===== config.mk =====
export PLATFORM = sky130hd
export DESIGN_NAME = pc_addr_unit
export DESIGN_NICKNAME = d
export VERILOG_FILES = /design/src/rtl/srm_pkg.sv /design/src/rtl/pc_addr_unit_sat_counter.sv /design/src/rtl/vDFF.sv /design/src/rtl/pc_addr_unit.sv
export SDC_FILE = /design/constraint.sdc
export NUM_CORES = 1
export LEC_CHECK = 0
export ABC_AREA = 0
export CAP_MARGIN = 5
export CORE_MARGIN = 1.5
export CORE_UTILIZATION = 39
export CTS_BUF_LIST = sky130_fd_sc_hd__clkbuf_8 sky130_fd_sc_hd__clkbuf_16
export CTS_CLUSTER_DIAMETER = 40
export DETAILED_ROUTE_END_ITERATION = 12
export GPL_TIMING_DRIVEN = 0
export PLACE_DENSITY = 0.95
export SLEW_MARGIN = 20
export SYNTH_ARGS = -nofsm -noshare
export SYNTH_HDL_FRONTEND = slang
export SYNTH_SLANG_ARGS = --single-unit

===== constraint.sdc =====
create_clock -name clk -period 3.6 [get_ports clk]
set_clock_uncertainty 0.2 [all_clocks]
set_input_delay 0.72 -clock clk [delete_from_list [all_inputs] [get_ports clk]]
set_output_delay 0.72 -clock clk [all_outputs]
set_load 0.01 [all_outputs]

===== src/rtl/srm_pkg.sv =====
// Shared constants and next-PC source encoding for the Simple RISC Machine.
package srm_pkg;

    localparam int              ADDR_W       = 9;
    localparam logic [ADDR_W-1:0] PC_RESET_VEC = 9'd0;
    localparam int              LINK_PAD_W   = 7;

    typedef enum logic [1:0] {
        NPC_ZERO,
        NPC_REG,
        NPC_REL,
        NPC_SEQ
    } npc_src_e;

    // tsel beats execb so an illegal tsel+execb combination still lands on the register target.
    function automatic npc_src_e npc_select(input logic reset_pc, input logic tsel, input logic execb);
        if (reset_pc)   return NPC_ZERO;
        else if (tsel)  return NPC_REG;
        else if (execb) return NPC_REL;
        return NPC_SEQ;
    endfunction

endpackage


===== src/rtl/pc_addr_unit_sat_counter.sv =====
// Saturating up-counter with synchronous clear and a freeze input.
module sat_counter #(
    parameter int CW = 16
) (
    input  logic          clk,
    input  logic          reset,
    input  logic          inc,
    input  logic          hold,
    output logic [CW-1:0] count
);

    logic [CW-1:0] r_count;
    logic [CW-1:0] w_count_d;

    always_comb begin
        w_count_d = r_count;
        if (reset)
            w_count_d = '0;
        else if (inc && !hold && (r_count != {CW{1'b1}}))
            w_count_d = r_count + CW'(1);
    end

    vDFF #(.N(CW)) u_count_reg (
        .clk (clk),
        .in  (w_count_d),
        .out (r_count)
    );

    assign count = r_count;

endmodule


===== src/rtl/vDFF.sv =====
// Plain N-bit D flip-flop; enables and reset are muxed in front by the caller.
module vDFF #(
    parameter int N = 1
) (
    input  logic         clk,
    input  logic [N-1:0] in,
    output logic [N-1:0] out
);

    // NOTE: sequential state uses non-blocking assignment so all registers sample together.
    always_ff @(posedge clk) begin
        out <= in;
    end

endmodule


===== src/rtl/pc_addr_unit.sv =====
// PC / data-address unit: next-PC priority mux, DA register and RAM address mux.
// Optional performance counters are built only when PC_PERF_CNT_EN is defined.
module pc_addr_unit
    import srm_pkg::*;
#(
    parameter int AW = ADDR_W,
    parameter int CW = 16
) (
    input  logic          clk,
    input  logic          reset,
    input  logic          reset_pc,
    input  logic          rsel,
    input  logic          execb,
    input  logic          tsel,
    input  logic          addr_sel,
    input  logic          load_addr,
    input  logic          load_ir,
    input  logic          w8,
    input  logic [15:0]   sximm8,
    input  logic [15:0]   reg_target,
    input  logic [15:0]   dp_out,
    output logic [AW-1:0] pc,
    output logic [15:0]   pc_next,
    output logic [AW-1:0] mem_addr,
    output logic [CW-1:0] instr_count,
    output logic [CW-1:0] branch_count
);

    logic [AW-1:0] r_pc;
    logic [AW-1:0] r_da;
    logic [AW-1:0] w_pc_inc;
    logic [AW-1:0] w_npc;
    logic [AW-1:0] w_pc_d;
    logic [AW-1:0] w_da_d;
    logic          w_load_pc;
    npc_src_e      w_npc_src;

    assign w_load_pc = reset_pc | rsel | execb | tsel;
    assign w_npc_src = npc_select(reset_pc, tsel, execb);
    assign w_pc_inc  = r_pc + AW'(1);

    // NOTE: every always_comb output is assigned a default first so no path infers a latch.
    always_comb begin
        w_npc = w_pc_inc;
        unique case (w_npc_src)
            NPC_ZERO: w_npc = AW'(PC_RESET_VEC);
            NPC_REG:  w_npc = reg_target[AW-1:0];
            NPC_REL:  w_npc = w_pc_inc + sximm8[AW-1:0];
            NPC_SEQ:  w_npc = w_pc_inc;
        endcase
    end

    assign w_pc_d = reset ? AW'(PC_RESET_VEC) : (w_load_pc ? w_npc : r_pc);
    assign w_da_d = reset ? '0 : (load_addr ? dp_out[AW-1:0] : r_da);

    vDFF #(.N(AW)) u_pc_reg (
        .clk (clk),
        .in  (w_pc_d),
        .out (r_pc)
    );

    vDFF #(.N(AW)) u_da_reg (
        .clk (clk),
        .in  (w_da_d),
        .out (r_da)
    );

    assign pc       = r_pc;
    assign mem_addr = addr_sel ? r_pc : r_da;
    // Link value comes from the pre-update PC, so BL links to the instruction after itself.
    assign pc_next  = {{(16-AW){1'b0}}, w_pc_inc};

    logic w_unused_hi;
    assign w_unused_hi = &{1'b0, sximm8[15:AW], reg_target[15:AW], dp_out[15:AW]};

`ifdef PC_PERF_CNT_EN
    sat_counter #(.CW(CW)) u_instr_cnt (
        .clk   (clk),
        .reset (reset),
        .inc   (load_ir),
        .hold  (w8),
        .count (instr_count)
    );

    sat_counter #(.CW(CW)) u_branch_cnt (
        .clk   (clk),
        .reset (reset),
        .inc   (execb | tsel),
        .hold  (w8),
        .count (branch_count)
    );
`else
    assign instr_count  = '0;
    assign branch_count = '0;

    logic w_unused_perf;
    assign w_unused_perf = &{1'b0, load_ir, w8};
`endif

endmodule


==> flow_summary.json, run 1 <==
{
  "critPathRequiredTime_ps": 2680,
  "cts_resized": 0,
  "dr_wl_met3_microns": 451,
  "cts.sinks": 18,
  "synthDistinctLibCells": 46,
  "critPathArrivalTime_ps": 2230,
  "ant_nets": 0,
  "grt_first_pass_wirelength_microns": 7797,
  "vias_per_cell": 5.045,
  "rows": 24,
  "rsz0062_at_grt": "false",
  "globalRoute.totalOverflow": 0,
  "min_path_type": "flip-flop to flip-flop",
  "wl_met1_microns": 1989,
  "r2r_slack_ps": 690,
  "hold_end": "u_da_reg.out[7]$_SDFFE_PP0P_",
  "diodes": 0,
  "post_dp_cell_area_sq_mm": 0.002581,
  "path_clk_slew_ps": 70,
  "path_max_fanout": 9,
  "vias": 1897,
  "whs_ps": 295.4,
  "hp-start": "u_da_reg.out[7]$_SDFFE_PP0P_",
  "dp_hpwl_microns": 4009,
  "fin_nets": 393,
  "ys_ff_latch": 18,
  "wl_per_cell_microns": 13.10,
  "cts_buffers": 3,
  "cts_tree": "built",
  "firstDrtPassIters": 5,
  "ys_seq_area_frac": 0.2010,
  "crit_path_start_kind": "flip-flop",
  "portBuffers": 58,
  "die_w_microns": 70.81,
  "grt_pass1_vias": 1751,
  "layout_common_cells": "58 x clkdlybuf4s50_1, 40 x buf_4, 39 x conb_1",
  "tightest_slew_ps": 691.7,
  "synthCells": 224,
  "routed.top_layer": "met4",
  "dr_wl_met2_microns": 2436,
  "syn_to_final_growth_pct": 47.03,
  "min_period_ps": 3150,
  "num_io_pins": 124,
  "min_delay_path_depth": 2,
  "p_per_area_mw_per_mm2": 249.1,
  "root_buffer": "clkbuf_8",
  "wl_microns": 4924,
  "synthArstFlopShare": 0,
  "finalSetupTns_ps": 0,
  "final_common_cell": "clkdlybuf4s50_1",
  "placed_cells": 372,
  "r2r_end": "u_pc_reg.out[7]$_SDFFE_PP0P_",
  "post-route-util": 0.6013,
  "post_cts_buffers": 0,
  "holdBufCountCts": 0,
  "drc": 0,
  "drv_cap": 0,
  "core_area_sq_mm": 0.004384,
  "fill_cells": 394,
  "maxSlewHeadroom": 0.5346,
  "drv_slew": 0,
  "gp_congestion": 0.9281,
  "setup_viol": 0,
  "clkLatencyLatePin_ps": 250,
  "worstReg2RegStart": "u_pc_reg.out[0]$_SDFFE_PP0P_",
  "dieArea_sq_mm": 0.005013,
  "p_leak_nw": 1.229,
  "synth_edf_count": 0,
  "end_kind": "primary output",
  "avgSynthCellArea_sq_um": 8.004,
  "cts_max_level": 1,
  "die_height_microns": 70.81,
  "fin_crit_sh": 0.8749,
  "start_util": 0.4090,
  "yosys_warnings": 0,
  "fin_area_sq_mm": 0.002636,
  "outcome": "finished, final reports clean",
  "syn_area_sq_mm": 0.001793,
  "critical_path_class": "flip-flop to primary output",
  "layout-drive-gt1-share": 0.1698,
  "clock.fmax_ghz": 0.3175,
  "synthFlopType": "dfxtp_1",
  "drtIter0Drc": 143,
  "clockBufferDepth": 2,
  "antenna_found_initial": 0,
  "rr_worst_depth": 9,
  "hold_viol": 0,
  "finalNonFillerCells": 376,
  "grtUsageTotal": 0.1876,
  "vdd_drop_max_mv": 0.1385,
  "grt_max_degree": 11
}
==> registers in the layout (all words and copies together), names as in the netlist <==
register	count
u_da_reg.out	9
u_pc_reg.out	9
==> cell type report <==
cell class              instances  area [sq um]  area share
plain buffers                  47         326.6      0.1239
clock buffers                   4         55.05     0.02088
inverters                      10         37.54     0.01424
multi-input cells             187          1211      0.4594
flip-flops and latches         18         360.3      0.1367
well taps                      52         65.06     0.02468
repair buffers                 58         580.6      0.2202
==> stage by stage <==
stage	setup slack, ps	total power (W)
floorplan	1013	0.0003914
global placement	614.9	0.0004839
detailed placement	579.6	0.0004907
CTS	483.9	0.0006535
global route	366.8	0.0006878
finish	450.3	0.0006567
==> cell families (layout without fill, tap and decap cells) <==
logic type | after synthesis | count (layout) | share of synthesized area
DFF | 18 | 18 | 0.2010
xor gates and xnor gates | 10 | 10 | 0.05653
muxes | 21 | 21 | 0.1235
other | 1 | 39 | 0.002092
adders and majority gates | 10 | 10 | 0.07397
buffers and inverters | 57 | 119 | 0.2031
AOI/OAI and AO/OA | 47 | 47 | 0.1766
and+or+nand+nor | 60 | 60 | 0.1633
==> worst max path at each step <==
stage / from / endpoint / slack (ps) / depth (start not counted)
4_1_cts: u_pc_reg.out[0]$_SDFFE_PP0P_ / pc_next[4] / 480 / 4
3_3_place_gp: sximm8[0] / u_pc_reg.out[4]$_SDFFE_PP0P_ / 610 / 9
2_1_floorplan: u_pc_reg.out[0]$_SDFFE_PP0P_ / u_pc_reg.out[7]$_SDFFE_PP0P_ / 1010 / 9
3_5_place_dp: sximm8[0] / u_pc_reg.out[4]$_SDFFE_PP0P_ / 580 / 9
5_1_grt: u_pc_reg.out[0]$_SDFFE_PP0P_ / pc_next[8] / 370 / 4
6_report: u_pc_reg.out[0]$_SDFFE_PP0P_ / pc_next[4] / 450 / 4
==> power breakdown <==
group | total [W] | switching [W] | internal, W
logic | 0.000269 | 0.000124 | 0.000145
registers | 0.000224 | 0.0000131 | 0.000211
clock network | 0.000164 | 0.0000668 | 0.0000972
total | 0.000657 | 0.000204 | 0.000453
==> worst max-delay path, stage by stage, from the launching register on <==
cell	delay, ps
dfxtp_1	540
ha_1	360
nand3_1	130
xnor2_1	330
clkdlybuf4s50_1	610
==> per-layer routing <==
metal,up-vias,GRT usage
li1,921,-
met4,0,0.03564
met3,9,0.03419
met1,860,0.2351
met2,107,0.3375
met5,-,0
==> cell usage after synthesis (2+ instances only) <==
library cell / count / area (sq um)
a21oi_1: 11 / 55.05
mux2i_1: 12 / 120.1
nor2b_1: 2 / 12.51
nor4_1: 2 / 12.51
dfxtp_1: 18 / 360.4
inv_1: 10 / 37.54
nor2_1: 22 / 82.58
a211oi_1: 2 / 15.01
a32o_1: 3 / 30.03
xnor2_1: 6 / 52.55
o31ai_1: 2 / 15.01
buf_4: 40 / 300.3
nand2b_1: 4 / 25.02
nand4_1: 2 / 12.51
clkbuf_1: 7 / 26.28
nor3b_1: 2 / 15.01
nand2_1: 12 / 45.04
ha_1: 9 / 112.6
a31oi_1: 2 / 12.51
xor2_1: 3 / 26.28
mux2_2: 9 / 101.4
and3_1: 3 / 18.77
nor3_1: 2 / 10.01
o21ai_0: 10 / 50.05
nand3_1: 5 / 25.02
o211ai_1: 4 / 30.03
Power figures use the tool's default switching activity.
==> inputs of run 2 (changes only) <==
--- a/config.mk
+++ b/config.mk
@@ -6,7 +6,7 @@
 export NUM_CORES = 1
 export LEC_CHECK = 0
 export ABC_AREA = 0
-export CAP_MARGIN = 5
+export CAP_MARGIN = 20
 export CORE_MARGIN = 1.5
 export CORE_UTILIZATION = 39
 export CTS_BUF_LIST = sky130_fd_sc_hd__clkbuf_8 sky130_fd_sc_hd__clkbuf_16
==> results of run 2 <==
The final DEF is identical to that of run 1; final timing and power are the same.
